[src/rtl/adder_pipe.sv]
// Purpose : WIDTH-bit a+b+cin, split into STAGES carry-chained chunks of CW bits, one chunk per stage.
// Latency : STAGES cycles from accept to out_valid when not stalled; each stall cycle adds one.
// Backpr. : elastic valid/ready, bubbles collapse; in_ready falls only when every stage is full and out_ready=0.
//
// Ports:
//   clk, rst_n           clock (rising edge) and asynchronous active-low reset
//   in_valid/in_ready    operand beat handshake (a, b, cin)
//   out_valid/out_ready  result beat handshake (sum, cout[, ovf])
//   sum, cout            registered {cout,sum} = a + b + cin
// Optional: define ADDER_PIPE_OVF_EN to add output ovf, the registered two's-complement overflow
//           of a+b+cin, which travels with its beat.
module adder_pipe #(
   parameter int WIDTH  = 16,   // must be a multiple of STAGES
   parameter int STAGES = 4
) (
   input  logic             clk,
   input  logic             rst_n,
   input  logic             in_valid,
   output logic             in_ready,
   input  logic [WIDTH-1:0] a,
   input  logic [WIDTH-1:0] b,
   input  logic             cin,
   output logic             out_valid,
   input  logic             out_ready,
   output logic [WIDTH-1:0] sum,
   output logic             cout
`ifdef ADDER_PIPE_OVF_EN
   ,
   output logic             ovf
`endif
);

   localparam int CW = WIDTH / STAGES;

   // One pipeline stage. After stage k, sum_dat holds resolved chunks 0..k, cy is the carry
   // into chunk k+1, and a_dat/b_dat still carry the unconsumed chunks k+1.. (lower chunks of
   // the operands are dead by then and get trimmed away in synthesis).
   typedef struct packed {
      logic             vld;
      logic [WIDTH-1:0] a_dat;
      logic [WIDTH-1:0] b_dat;
      logic [WIDTH-1:0] sum_dat;
      logic             cy;
`ifdef ADDER_PIPE_OVF_EN
      logic             ovf;
`endif
   } stage_t;

   stage_t            st_q  [STAGES];
   stage_t            nxt_a [STAGES];
   logic [STAGES-1:0] rdy;

   // Stage k may load when it, or any stage below it, has a free slot, or the consumer pops.
   // This is the unrolled form of rdy[k] = !v[k] | rdy[k+1] with rdy[STAGES] = out_ready,
   // written without a self-referencing vector so the chain stays a clean combinational cone.
   always_comb begin
      rdy = '0;
      for (int k = 0; k < STAGES; k++) begin
         rdy[k] = out_ready;
         for (int j = k; j < STAGES; j++) begin
            if (!st_q[j].vld) begin
               rdy[k] = 1'b1;
            end
         end
      end
   end

   for (genvar k = 0; k < STAGES; k++) begin : g_stage
      stage_t      up_s;
      stage_t      nxt_s;
      logic [CW:0] ch;

      if (k == 0) begin : g_head
         always_comb begin
            up_s       = '0;
            up_s.vld   = in_valid;
            up_s.a_dat = a;
            up_s.b_dat = b;
            up_s.cy    = cin;
         end
      end else begin : g_body
         assign up_s = st_q[k-1];
      end

      assign ch = {1'b0, up_s.a_dat[k*CW +: CW]}
                + {1'b0, up_s.b_dat[k*CW +: CW]}
                + {{CW{1'b0}}, up_s.cy};

      always_comb begin
         nxt_s                      = up_s;
         nxt_s.sum_dat[k*CW +: CW]  = ch[CW-1:0];
         nxt_s.cy                   = ch[CW];
`ifdef ADDER_PIPE_OVF_EN
         // The last stage resolves the sum MSB, so it is the first place overflow is known.
         if (k == STAGES-1) begin
            nxt_s.ovf = (up_s.a_dat[WIDTH-1] == up_s.b_dat[WIDTH-1]) &&
                        (ch[CW-1] != up_s.a_dat[WIDTH-1]);
         end
`endif
      end

      assign nxt_a[k] = nxt_s;
   end

   // Payload only loads with a valid beat, so idle junk on a/b never reaches the registers.
   always_ff @(posedge clk or negedge rst_n) begin
      if (!rst_n) begin
         for (int k = 0; k < STAGES; k++) begin
            st_q[k] <= '0;
         end
      end else begin
         for (int k = 0; k < STAGES; k++) begin
            if (rdy[k]) begin
               if (nxt_a[k].vld) begin
                  st_q[k] <= nxt_a[k];
               end else begin
                  st_q[k].vld <= 1'b0;
               end
            end
         end
      end
   end

   assign in_ready  = rdy[0];
   assign out_valid = st_q[STAGES-1].vld;
   assign sum       = st_q[STAGES-1].sum_dat;
   assign cout      = st_q[STAGES-1].cy;
`ifdef ADDER_PIPE_OVF_EN
   assign ovf       = st_q[STAGES-1].ovf;
`endif

endmodule

[config.mk]
export PLATFORM = sky130hd
export DESIGN_NAME = adder_pipe
export DESIGN_NICKNAME = d
export VERILOG_FILES = /design/src/rtl/adder_pipe.sv
export SDC_FILE = /design/constraint.sdc
export NUM_CORES = 1
export LEC_CHECK = 0
export CAP_MARGIN = 20
export CORE_MARGIN = 2
export CORE_UTILIZATION = 30
export CTS_CLUSTER_SIZE = 14
export DETAILED_ROUTE_END_ITERATION = 16
export PLACE_DENSITY = 0.54
export REMOVE_ABC_BUFFERS = 1
export SLEW_MARGIN = 20
export SYNTH_ARGS = -nofsm -noshare
export SYNTH_HDL_FRONTEND = slang
export SYNTH_SLANG_ARGS = --single-unit
[constraint.sdc]
create_clock -name clk -period 1.67 [get_ports clk]
set_input_delay 0.501 -clock clk [delete_from_list [all_inputs] [get_ports clk]]
set_output_delay 0.501 -clock clk [all_outputs]
set_load 0.005 [all_outputs]
After elaboration in Yosys (flattened, before gate mapping)
Cells that the tools add are included.
{"block": "word_totals", "mem_bits_ro": 0, "out_inout_bits": 19, "ramBits": 0, "input_bits": 37, "latch_bits": 0, "reg_bits": 144, "memories": 0}
{"block": "classes", "n_eq_ne": 0, "n_addsub": 8, "magnitude_cmp": 0, "reduce_logical": 4, "bitwise_logic": 0, "n_mul": 0, "mux": 14, "div_mod_pow": 0, "shifts": 0}
{"operator": "4-bit by 4-bit adder with 5-bit output", "count": 4}
{"operator": "5-bit by 1-bit adder with 5-bit output", "count": 4}
{"operator": "1-bit 2-to-1 mux", "count": 14}
{"operator": "2-bit AND reduction", "count": 4}

Depth between registers and ports, before layout
Gate-level depths: netlist of run 1.
{"block": "depth", "depth_word": 5, "ltp_mapped": 7, "depth_no_buf": 7}

Worst setup path after synthesis of run 1
Ideal clock, no wire load.
{"block": "synth_timing", "path_kind": "register to register", "from": "reg st_q (netlist bit g_stage[3].up_s[0])", "to": "reg st_q (netlist bit cout)", "path_stages_with_launch": 6, "slack_ps": -49, "n_path_buf": 0, "synth_period_minus_slack_ps": 1719, "setup_time_ps": 128, "t_arrival_ps": 1591, "required_ps": 1542, "cell_sequence": "dfrtp_1 -> fa_1 -> fa_1 -> a21o_1 -> a21oi_1 -> o21ai_0"}
{"block": "synth_between", "elab_chain_cells": 1}
{"item": "start: declaration", "line": "49", "rtl": "stage_t st_q [STAGES];"}
{"item": "start signal: indexed assignment", "line": "115", "rtl": "st_q[k] <= nxt_a[k];"}
{"item": "5-bit by 1-bit adder with 5-bit output", "line": "87", "rtl": "+ {{CW{1'b0}}, up_s.cy};"}
Every way passes these cells.
A chain may end at the register's enable or synchronous reset.

Worst setup path in the final report of run 1
{"block": "layout_timing", "from": "reg st_q (netlist bit out_valid)", "to": "out in_ready"}
{"block": "layout_between", "elab_chain_cells": 1}
{"item": "1-bit 2-to-1 mux", "line": "61", "rtl": "if (!st_q[j].vld) begin"}
{"item": "end: declaration", "line": "19", "rtl": "output logic in_ready,"}
Every way passes these cells.

==> results of run 1 <==
timing repair:
action                     4_1_cts  5_1_grt
cloned                           0        0
setup buffers                    4        1
hold endpoints to repair         3        0
pin swaps                        7        8
hold buffers                     1        0
setup endpoints to repair       75        8
resized for setup               44        9
flip-flops by register name, summed over array words and instances, names as in the netlist:
register	count
g_stage.up_s	3
cout	1
sum	16
out_valid	1
g_stage.nxt_s	75
synth_stat cells:
cell type	number
xnor2_1	1
buf_2	3
ha_1	12
a21oi_1	8
nand3b_1	1
nand4b_4	1
mux2_2	75
buf_6	5
xor2_1	7
nand2_1	18
a21o_1	8
inv_1	13
o21ai_0	15
nand2b_1	4
mux2_1	2
fa_1	8
o21ai_4	1
or2_2	1
buf_4	2
dfrtp_1	96
nand2_2	1
through the flow:
stage	TNS [ps]	power (mW)	cells	setup slack, ps	hold slack (ps)
2_1_floorplan	-5400	4.88	272	-135	205
3_3_place_gp	-31380	5.90	525	-704	311
3_5_place_dp	-31000	5.99	525	-697	313
4_1_cts	-136	8.23	545	-134	483
5_1_grt	-232	8.73	546	-154	515
6_report	-102	8.10	546	-102	475
logic make-up after synthesis:
logic type	share of synthesized area
fa+ha+maj	0.0754
xor+xnor	0.0170
compound gates	0.0465
mux	0.211
simple gates	0.0332
buf+inv	0.0329
flops	0.584
final cells by class:
type | instances | area [sq um]
inverters | 13 | 48.8
clock inverters | 3 | 65.1
flip-flops and latches | 96 | 2400
well taps | 176 | 220
fillers | 1254 | 7870
clock buffers | 12 | 256
multi-input cells | 163 | 1620
repair buffers | 83 | 807
report_power, final:
part           total [mW]  leakage (nW)  switching, mW  internal [mW]
Combinational        2.38          1.14          0.910           1.47
Sequential           3.53          1.13          0.424           3.11
Clock                2.19         0.159          0.811           1.38
worst max-delay path, cell delays in order (launching register included):
cell and delay, ps:
dfrtp_1 350, buf_4 120, nand4b_4 100, or2_4 250, buf_6 110
per-layer routing:
metal / vias to the layer above / global-route usage
met1: 1181 / 0.130
met4: 0 / 0.0509
met3: 12 / 0.0320
met5: - / 0
met2: 39 / 0.186
li1: 1132 / -
cells in the final DEF, fill, tap and decap left out, types with 2 or more instances in the layout:
| cell type | count |
|---|---|
| bufinv_16 | 2 |
| o21ai_0 | 10 |
| ha_1 | 12 |
| xor2_1 | 7 |
| clkbuf_8 | 2 |
| fa_2 | 8 |
| inv_1 | 10 |
| mux2_1 | 2 |
| o21ai_1 | 5 |
| buf_4 | 22 |
| dfrtp_1 | 96 |
| inv_2 | 3 |
| a21oi_1 | 3 |
| mux2_2 | 75 |
| a21o_1 | 8 |
| nand2_1 | 18 |
| dlygate4sd2_1 | 20 |
| buf_12 | 6 |
| clkbuf_16 | 9 |
| clkdlybuf4s50_1 | 31 |
| nand2b_1 | 4 |
| a21oi_2 | 5 |
worst max-delay path by stage:
stage	slack, ps	cells after the start	startpoint	to
floorplan	-130	3	out_ready	g_stage[2].nxt_s[1]
global placement	-700	4	out_ready	in_ready
detailed placement	-700	4	out_ready	in_ready
CTS	-130	4	out_valid	in_ready
global route	-150	4	out_valid	in_ready
finish	-100	4	out_valid	in_ready
==> results.cfg, run 1 <==
[outcome]
status = finished, violations left
violations = setup timing

[routing]
wl_met3_microns = 288
drtPass1Iterations = 4
routed_wl_microns = 6990
ant_nets = 0
highest_layer = met4
drc = 0
avgRoutedWirePerCell_microns = 12.8
vias = 2364
wl_met1_microns = 3080
met2_length_microns = 3450
drt-initial-drc-count = 66
vias_per_cell = 4.33

[setup_path]
critPathRequiredTime_ps = 1170
critPathLaunchType = flip-flop
cp-end-kind = output pin
rr_endpoint = cout
r2r_cells = 5
cp.arrival_ps = 1270
cp_max_fo = 2
r2r-start = g_stage[3].nxt_s[29]
worstSetupPathType = reg2out
rrSetupSlack_ps = 40

[final_layout]
drive_gt1_frac = 0.378
area_growth_pct = 31.9
diodes = 0
nNetsFinal = 423
fin_area_sq_mm = 0.00542
post-route-util = 0.408

[synth]
syn-cell-area_sq_mm = 0.00411
synth_area_leaders = dfrtp_1 (58%), mux2_2 (21%), fa_1 (3.9%)
syn_avg_cell_area_sq_um = 14.6
yosysUniqueCellTypes = 21
ys_warn_count = 0
yosys.area.top_type = dfrtp_1
synth_seq_cells = 96
synth_top_area_frac = 0.584
ys_seq_area_frac = 0.584
synthCells = 282

[sta]
worstMarginPinSlew_ps = 476
drv_slew = 0
max_freq_mhz = 564
setup_viol = 1
finalWorstSetupSlack_ps = -102
max_slew_margin = 0.683
rsz0062_at_grt = yes
hold_viol = 0
min_period_ps = 1770
period_share = 1.06
finalClockSkew_ps = 5.90

[clocking]
cts_inserted_buffers = 9
h-tree-depth = 3
cts.sinks = 96
clock_latency_ps = 340
root_buffer = clkbuf_16
cts_tree = built
clk_path_buf_depth = 2
clk_pin_slew_ps = 60

[grt]
grt_start_max_net_pins = 56
grt_antenna_before_repair = 0
grt_pass1_vias = 2621
grtUsageTotal = 0.111
grt_pass1_wl_microns = 12500
grt_overflow = 0

[run]
drv_cap = 0

[power_and_ir_drop]
peakVddDrop_uv = 696
p_leak_nw = 2.44
power.density_mw_per_mm2 = 1490

[place]
io_buffers = 55
gp_congestion = 0.664
dp_hpwl_microns = 4910
dpl_cell_area_sq_mm = 0.00503

[floorplan]
die_h_microns = 121
die-width_microns = 121
rows = 42
start_util = 0.309
dieArea_sq_mm = 0.0147
core-area_sq_mm = 0.0133
io_pins = 56

[worst_hold_path]
min-delay-start = g_stage[2].nxt_s[6]
holdPathEnd = g_stage[2].nxt_s[6]
hp-class = reg2reg
holdPathStages = 2
Power figures use the tool's default switching activity.
==> run 2, diff against run 1 <==
--- a/config.mk
+++ b/config.mk
@@ -11,6 +11,7 @@
 export CTS_CLUSTER_SIZE = 14
 export DETAILED_ROUTE_END_ITERATION = 16
 export PLACE_DENSITY = 0.54
+export RECOVER_POWER = 50
 export REMOVE_ABC_BUFFERS = 1
 export SLEW_MARGIN = 20
 export SYNTH_ARGS = -nofsm -noshare
==> results.cfg, run 2 (synthesized netlist as in run 1, its figures left out) <==
[outcome]
status = finished, violations left
violations = setup timing

[setup_path]
cp.arrival_ps = 1270
slowest_stage = dfrtp_1
critPathLaunch = out_valid
r2r_cells = 5
critPathLaunchType = flip-flop
crit_path_end = in_ready
rrSetupSlack_ps = 40
critPathRequiredTime_ps = 1170
cp-end-kind = output pin
max_stage_delay_ps = 350
r2r-start = g_stage[3].nxt_s[29]
rr_endpoint = cout
cp_cell_sequence = buf_4, nand4b_4, or2_4, buf_6
cp_max_fo = 2
worstSetupPathType = reg2out

[routing]
vias = 2364
avgRoutedWirePerCell_microns = 12.8
ant_nets = 0
drt-initial-drc-count = 66
routed_wl_microns = 6990
vias_per_cell = 4.33
drtPass1Iterations = 4
drc = 0

[final_layout]
fillers = 1256
area_growth_pct = 31.8
drive_gt1_frac = 0.376
final_cell_mix = dfrtp_1 (96), mux2_2 (75), clkdlybuf4s50_1 (31)
largest_reg_flops = 75
diodes = 0
layout_commonest_cell = dfrtp_1
nNetsFinal = 423
post-route-util = 0.408

[power_and_ir_drop]
peakVddDrop_uv = 696
power.density_mw_per_mm2 = 1490
p_leak_nw = 2.43

[sta]
hold_viol = 0
min_period_ps = 1770
setup_tns_ps = -103
max_slew_margin = 0.684
max_freq_mhz = 564
finalWorstSetupSlack_ps = -103
finalClockSkew_ps = 5.90
period_share = 1.06
rsz0062_at_grt = yes
drv_slew = 0
setup_viol = 1
worstMarginPinSlew_ps = 475

[clocking]
cts_tree = built
cts_inserted_buffers = 9
h-tree-depth = 3
cts.sinks = 96
clk_pin_slew_ps = 60
clk_path_buf_depth = 2
clock_latency_ps = 340
root_buffer = clkbuf_16

[floorplan]
core-area_sq_mm = 0.0133
rows = 42
die_h_microns = 121
die-width_microns = 121
start_util = 0.309
dieArea_sq_mm = 0.0147
io_pins = 56

[run]
drv_cap = 0

[grt]
grt_start_max_net_pins = 56
grt_antenna_before_repair = 0
grt_pass1_wl_microns = 12500
grtUsageTotal = 0.111
grt_pass1_vias = 2621
grt_overflow = 0

[place]
dp_slack_ps = -697
io_buffers = 55
gp_congestion = 0.664
dp_hpwl_microns = 4910

[worst_hold_path]
hp-class = reg2reg
min-delay-start = g_stage[2].nxt_s[6]
-- run 2: how the worst min path moves through the flow --
stage,cells after the start,endpoint
global placement,1,out_valid
global route,2,g_stage[2].nxt_s[7]
floorplan,0,cout
CTS,2,g_stage[2].nxt_s[6]
detailed placement,1,out_valid
finish,2,g_stage[2].nxt_s[6]
-- run 2: repair_timing --
action | 4_1_cts | 5_1_grt
buffers inserted | 4 | 1
pin swaps | 7 | 8
setup endpoints to repair | 75 | 8
hold buffers | 1 | 0
gates resized for setup | 44 | 9
endpoints found under the hold margin | 3 | 0
-- run 2: metrics by stage --
stage	area [sq um]	hold WS, ps	power [mW]	cells
after global routing	5420	516	8.73	546
final	5420	475	8.10	546
after floorplan	4030	205	4.88	272
after CTS	5410	483	8.23	545
after global placement	5030	311	5.90	525
after detailed placement	5030	313	5.99	525
-- run 2: cell type report --
| class | count | area [sq um] | area share |
|---|---|---|---|
| tap | 176 | 220 | 0.0406 |
| multi-input combinational | 163 | 1620 | 0.300 |
| sequential | 96 | 2400 | 0.443 |
| inverter | 13 | 48.8 | 0.00900 |
| timing repair buffer | 83 | 803 | 0.148 |
| clock buffer | 12 | 256 | 0.0473 |
| clock inverter | 3 | 65.1 | 0.0120 |
-- run 2: worst max-delay path: cells and delay by family (launching register included) --
kind                   cells  cell delay [ps]
buffers and inverters      2              230
flip-flops                 1              350
AND/OR/NAND/NOR            2              350
-- run 2: report_power, final --
| part | leakage (nW) | total (mW) | internal, mW | switching (mW) |
|---|---|---|---|---|
| logic | 1.14 | 2.37 | 1.46 | 0.910 |
| clock network | 0.159 | 2.19 | 1.38 | 0.811 |
| registers | 1.13 | 3.53 | 3.11 | 0.424 |
| total | 2.43 | 8.10 | 5.95 | 2.14 |
-- run 2: metal layers --
layer  GRT usage  vias up  routed length [microns]
met3      0.0320       12                      288
met4      0.0509        0                      173
met2       0.186       39                     3450
met5           0        -                        0
met1       0.130     1181                     3080
li1            -     1132                        -
